File: config.mk
export PLATFORM = sky130hd
export DESIGN_NAME = pipe_stage_elastic
export DESIGN_NICKNAME = d
export VERILOG_FILES = /design/src/rtl/pipe_stage_elastic.sv
export SDC_FILE = /design/constraint.sdc
export NUM_CORES = 1
export LEC_CHECK = 0
export BUFFER_PORTS_ARGS = -buffer_cell sky130_fd_sc_hd__buf_2
export CORE_ASPECT_RATIO = 0.9
export CORE_MARGIN = 1.5
export CORE_UTILIZATION = 53
export CTS_CLUSTER_SIZE = 28
export DETAILED_ROUTE_END_ITERATION = 8
export HOLD_SLACK_MARGIN = 0.08
export PLACE_DENSITY = 0.79
export SYNTH_ARGS = -nofsm -noshare
export SYNTH_HDL_FRONTEND = slang
export SYNTH_SLANG_ARGS = --single-unit
export TNS_END_PERCENT = 1
File: constraint.sdc
create_clock -name clk -period 2.65 [get_ports clk]
set_input_delay 0.53 -clock clk [delete_from_list [all_inputs] [get_ports clk]]
set_output_delay 0.53 -clock clk [all_outputs]
set_load 0.1 [all_outputs]
File: src/rtl/pipe_stage_elastic.sv
// Elastic pipeline stage: valid/ready handshake, registered in_ready and a
// one-entry skid register, with bubble-forcing of control fields and a flush-kill counter.
module pipe_stage_elastic #(
  parameter int CW         = 16,
  parameter int DW         = 96,
  parameter int CLEAR_DATA = 0,
  parameter int KW         = 8
) (
  input  logic          clk,
  input  logic          reset_n,
  input  logic          flush,
  input  logic          in_valid,
  output logic          in_ready,
  input  logic [CW-1:0] in_ctrl,
  input  logic [DW-1:0] in_data,
  output logic          out_valid,
  input  logic          out_ready,
  output logic [CW-1:0] out_ctrl,
  output logic [DW-1:0] out_data,
  output logic [1:0]    occupancy,
  output logic [KW-1:0] kill_count
);

  typedef enum logic [1:0] {
    EMPTY = 2'd0,
    BUSY  = 2'd1,
    FULL  = 2'd2
  } state_t;

  state_t        state;
  logic [CW-1:0] main_ctrl;
  logic [DW-1:0] main_data;
  logic [CW-1:0] skid_ctrl;
  logic [DW-1:0] skid_data;

  logic          push;
  logic          pop;
  logic [KW:0]   kill_sum;

  assign push      = in_valid & in_ready;
  assign pop       = out_valid & out_ready;
  assign out_valid = (state != EMPTY);
  assign out_ctrl  = out_valid ? main_ctrl : '0;
  assign out_data  = main_data;

  always_comb begin
    occupancy = 2'd0;
    case (state)
      BUSY:    occupancy = 2'd1;
      FULL:    occupancy = 2'd2;
      default: occupancy = 2'd0;
    endcase
  end

  // One extra bit catches overflow so the counter saturates instead of wrapping.
  assign kill_sum = {1'b0, kill_count}
                  + {{(KW-1){1'b0}}, occupancy}
                  + {{KW{1'b0}}, push};

  always_ff @(posedge clk or negedge reset_n) begin
    if (!reset_n) begin
      state      <= EMPTY;
      in_ready   <= 1'b1;
      main_ctrl  <= '0;
      main_data  <= '0;
      skid_ctrl  <= '0;
      skid_data  <= '0;
      kill_count <= '0;
    end else if (flush) begin
      state     <= EMPTY;
      in_ready  <= 1'b1;
      main_ctrl <= '0;
      skid_ctrl <= '0;
      if (CLEAR_DATA != 0) begin
        main_data <= '0;
        skid_data <= '0;
      end
      kill_count <= kill_sum[KW] ? {KW{1'b1}} : kill_sum[KW-1:0];
    end else begin
      case (state)
        EMPTY: begin
          if (push) begin
            main_ctrl <= in_ctrl;
            main_data <= in_data;
            state     <= BUSY;
          end
        end
        BUSY: begin
          if (push && !pop) begin
            skid_ctrl <= in_ctrl;
            skid_data <= in_data;
            state     <= FULL;
            in_ready  <= 1'b0;
          end else if (push && pop) begin
            main_ctrl <= in_ctrl;
            main_data <= in_data;
          end else if (pop) begin
            main_ctrl <= '0;
            if (CLEAR_DATA != 0) main_data <= '0;
            state <= EMPTY;
          end
        end
        FULL: begin
          if (pop) begin
            main_ctrl <= skid_ctrl;
            main_data <= skid_data;
            skid_ctrl <= '0;
            if (CLEAR_DATA != 0) skid_data <= '0;
            state    <= BUSY;
            in_ready <= 1'b1;
          end
        end
        default: begin
          state    <= EMPTY;
          in_ready <= 1'b1;
        end
      endcase
    end
  end

endmodule

Word-level counts from Yosys, hierarchy flattened
Index checks and enable logic that the tools add are counted.

Add/subtract/negate cells: 2. Eq/ne operators: 14. Muxes and demuxes: 29. Bitwise gates (word level): 3. Reductions and logical operators: 14.

Operators with widths (number): 2-to-1 mux 96 bit (4); one-hot mux 96 bit (3 select lines) (1); 2-to-1 mux 16 bit (9); one-hot mux 16 bit (3 select lines) (1); one-hot mux 16 bit (2 select lines) (1); 2-to-1 mux 2 bit (6); != test 3 bit (second input constant) (4); != test 4 bit (second input constant) (3); != test 2 bit (second input constant) (5); adder 8 x 2 -> 9 bit (1); adder 9 x 1 -> 9 bit (1); AND reduction 3 bit (3); 2-to-1 mux 8 bit (1); one-hot mux 2 bit (3 select lines) (1); AND reduction 6 bit (1); nonzero test 3 bit (2); AND reduction 5 bit (1); one-hot mux 2 bit (2 select lines) (1); AND reduction 4 bit (1); nonzero test 4 bit (1); 2-to-1 mux 1 bit (3); one-hot mux 1 bit (3 select lines) (1); AND 1 bit (2); equality test 2 x 1 -> 1 bit (second input constant) (1); 6 further kinds (7).

Flip-flop bits (word level): 235. Input bits: 117. Output and inout bits: 124. Logic and storage cells: 69.

Logic depth before layout (Yosys ltp)
Word-level depth: 7. Gate-level depth with buffers: 11.

Least setup slack after synthesis
OpenSTA, ideal clock, no wires.

Path kind: reg-to-reg. From: register state[1]. To: register kill_count[5]. Library setup time: 0.070 ns. Arrival time: 3.061 ns. Data required time: 2.580 ns. Path slack: -0.480 ns. Cell stages (with the launch flop): 12. Path buffers: 1. Clock period less this slack: 3.130 ns. Path through: dfrtp_1 > inv_1 > ha_1 > xor2_1 > ha_1 > a21oi_1 > fa_1 > and4b_1 > clkbuf_1 > nand3_1 > nand2_1 > mux2_2.

Cells in the longest elaborated chain, start to end: 5. Elaborated cells between the ends (all ways): 6. Those cells by class: 2 x add/sub; 2 x eq/ne; 2 x mux.

Ends and longest elaborated chain: from (decl) (line 30) `state_t state;`; from (signal assigned) (line 62) `state <= EMPTY;`; from (signal assigned) (line 70) `state <= EMPTY;`; from (signal assigned) (line 85) `state <= BUSY;`; equality test 2 bit or equality test 2 x 1 -> 1 bit (tied branches) (line 48) `case (state)`; one-hot mux 2 bit (2 select lines) (*) (line 48); via occupancy[0] (line 20) `output logic [1:0] occupancy,`; adder 8 x 2 -> 9 bit (*) (line 57) `+ {{(KW-1){1'b0}}, occupancy}`; adder 9 x 1 -> 9 bit (*) (line 58) `+ {{KW{1'b0}}, push};`; 2-to-1 mux 8 bit (*) (line 78) `kill_count <= kill_sum[KW] ? {KW{1'b1}} : kill_sum[KW-1:0];`; to (signal assigned) (line 78); to (decl) (line 21) `output logic [KW-1:0] kill_count`.

The timed path passes the listed nets; every way through them passes the cells marked *. A chain may end at the register's enable or synchronous reset.

Worst setup path after layout
From: register state[0]. To: output out_valid.

Cells in the longest elaborated chain, start to end: 1.

Ends and longest elaborated chain: nonzero test 2 bit (line 42) `assign out_valid = (state != EMPTY);`; to (decl) (line 16) `output logic out_valid,`.

No other way between the ends.

==> summary.md <==
| Metric | Value |
|---|---|
| Status | `completed` |
| Post-DR vias/cell | `5.744` |
| Top cells by count, synth | `dfrtp_1, mux2i_1, a21oi_1` |
| Worst R2R Setup Slack | `0.19 ns` |
| Syn_area_per_cell | `12.21 sq um` |
| Mux contribution to synthesized area | `21.22%` |
| Post-CTS Setup Repair Bufs | `0` |
| Synth cell types | `47` |
| Layout area overhead | `23.12%` |
| Simple-gate share of the synthesized area | `3.383%` |
| Die width | `151.9 microns` |
| DP HPWL | `15.68 mm` |
| Vias in the first global route | `7792` |
| Synth Warn # | `0` |
| Max-cap violations | `0` |
| CTS clk-pin slew, worst paths | `0.06 ns` |
| Synth area leaders | `dfrtp_1, mux2i_1, mux2_2` |
| Initial antenna violation count | `3` |
| Seq/Total Area, Yosys | `55.61%` |
| Iteration-0 DRC count of the detailed router | `435` |
| GRT Total Usage | `22.75%` |
| Final period util | `94.61%` |
| Final Net Count | `1210` |
| Reg-to-reg endpoint | `kill_count[5]$_DFFE_PN0P_` |
| Worst setup SP type | `register` |
| Total gr overflow | `0` |
| Ports | `241` |
| WHS Path Cells | `2` |
| CP required | `2.12 ns` |
| Root Driver | `clkbuf_16` |
| Leading area contributor after synthesis | `dfrtp_1` |
| Post-Synth Adder-Cell Area | `1.017%` |
| Vias | `7778` |
| Core box area | `19340 sq um` |
| EDFF count, synth | `0` |
| Min-Delay Path Class | `in2reg` |
| Slew @ Worst Pin | `0.8498 ns` |
| Initial core utilization | `54.70%` |
| Final slew viol count | `0` |
| Crit path DAT | `1.98 ns` |
| CTS sink count | `235` |
| Share of layout cells above drive strength 1 | `34.09%` |
| Die ar. | `20820 sq um` |
| CTS buffer count | `25` |
| Post-Syn Area | `10580 sq um` |
| # port buffers | `240` |
| DR pass1 iterations | `4` |
| Worst hold endpoint | `skid_data[80]$_DFFE_PN0P_` |
| Syn nets | `991` |
| Unrepaired setup endpoints after global routing | `false` |
| Final Setup Violations | `0` |
| Kind of end point of the critical path | `output pin` |
| Slew HR | `43.34%` |
| Clk_skew | `0.01064 ns` |
| Final WL | `24.07 mm` |
| Rows | `48` |
| TritonCTS clock tree | `built` |
| Path depth of the worst reg2reg path | `10` |
| DRT antenna net count | `0` |
| Most instantiated library cell after synthesis | `dfrtp_1` |
| Placer Congestion | `0.8701` |
| Final Util | `67.35%` |
| Mapped Cells | `866` |
| Clk buf depth | `3` |
| Worst Min Path Start | `in_data[80]` |
| Final critical-path required period | `2.507 ns` |
| Filler Cell Count | `1477` |
| Top cell type's share of synthesized area | `55.36%` |
| Ys async rst share | `100.0%` |
| Largest family of logic cells by synthesized area | `multiplexers` |
| Die Ht | `137.0 microns` |
| CP max FO | `11` |
| Wirelength per Cell | `17.77 microns` |
| Largest net degree at the start of global routing | `71` |
| Worst-Skew Late Latency | `0.52 ns` |
| Flops & latches, synth | `235` |
| Fin. Hold Viols | `0` |
| Xor-xnor portion of the synthesized cell area | `0.3312%` |
| R2r startpoint | `state[1]$_DFFE_PN0P_` |
| Compound-Gate Fraction of Synth Area | `14.15%` |
| H-tree depth | `1` |
| Crit Path Class | `reg2out` |
| Post-synth top flop | `dfrtp_1` |
| Worst Setup SP | `state[0]$_DFFE_PN0P_` |
| First-pass GRT wire length | `39.03 mm` |
| Fmax | `0.3989 GHz` |
| Detailed-route DRC error count | `0` |
==> flip-flops by register name, summed over array words and instances, names as in the netlist <==
| signal | cells |
|---|---|
| in_ready | 1 |
| main_ctrl | 16 |
| skid_ctrl | 16 |
| kill_count | 8 |
| state | 2 |
| skid_data | 96 |
| out_data | 96 |
==> logic make-up after synthesis <==
group / count (synthesis)
AO/OA/AOI/OAI: 244
flip-flops: 235
multiplexers: 212
buffers and inverters: 98
AND/OR/NAND/NOR: 65
adder cells (fa/ha/maj): 8
XOR/XNOR: 4
==> stage by stage <==
stage / cells / hold slack [ns] / TNS (ns) / cell area [sq um] / setup slack, ns
final: 1354 / 0.2398 / 0 / 13020 / 0.1429
after global routing: 1353 / 0.2291 / 0 / 13020 / 0.01179
after CTS: 1353 / 0.2259 / 0 / 12990 / 0.002764
after detailed placement: 1307 / 0.4657 / 0 / 12130 / 0.1426
after global placement: 1307 / 0.4644 / 0 / 12130 / 0.2439
after floorplan: 866 / 0.2344 / -4.525 / 10580 / -0.3484
==> cells in the final DEF (no fill, tap or decap), types with 17 or more instances in the layout <==
master | netlist | layout
nor2b_1 | 19 | 19
a21oi_1 | 99 | 98
mux2_1 | 40 | 40
a22oi_1 | 17 | 17
dfrtp_1 | 234 | 234
mux2_2 | 58 | 58
mux2i_1 | 114 | 114
inv_1 | 23 | 23
buf_4 | 2 | 19
nand2_1 | 23 | 23
clkbuf_16 | 0 | 25
a31oi_1 | 98 | 98
buf_2 | 39 | 221
==> metal layers <==
metal,up-vias,GRT usage [%],share of wire [%]
met3,55,5.605,6.2
met2,226,37.88,48
met5,-,0,0.046
li1,3635,-,-
met4,2,7.929,3.2
met1,3860,29.24,42
==> worst max-delay path, stage by stage (launching register included) <==
cell	delay, ns
dfrtp_1	0.40
inv_1	0.12
ha_2	0.25
buf_4	0.19
inv_1	0.17
buf_4	0.33
==> repair_timing <==
| item | CTS | global route |
|---|---|---|
| endpoints found under the hold margin | 60 | 0 |
| hold buffers | 1 | 0 |
| gates resized for setup | 6 | 13 |
| setup endpoints to repair | 6 | 14 |
==> how the worst max path moves through the flow <==
stage,to,slack (ns),cells past startpoint
CTS,out_ctrl[12],0.003,5
detailed placement,kill_count[5]$_DFFE_PN0P_,0.14,10
finish,out_valid,0.14,5
floorplan,out_ctrl[10],-0.35,5
global route,kill_count[5]$_DFFE_PN0P_,0.01,10
global placement,kill_count[5]$_DFFE_PN0P_,0.24,10
==> layout make-up <==
cell class	count	area, sq um	area share [%]
well taps	250	312.8	2.402
clock buffers	35	723.2	5.553
inverters	24	90.09	0.6917
flip-flops and latches	235	5882	45.16
repair buffers	266	1617	12.41
diodes	1	2.502	0.01921
clock inverters	10	110.1	0.8454
multi-input cells	533	4287	32.91
Power is not shown: default switching activity piles up to over one toggle a cycle in this logic, so the estimate is an artifact.
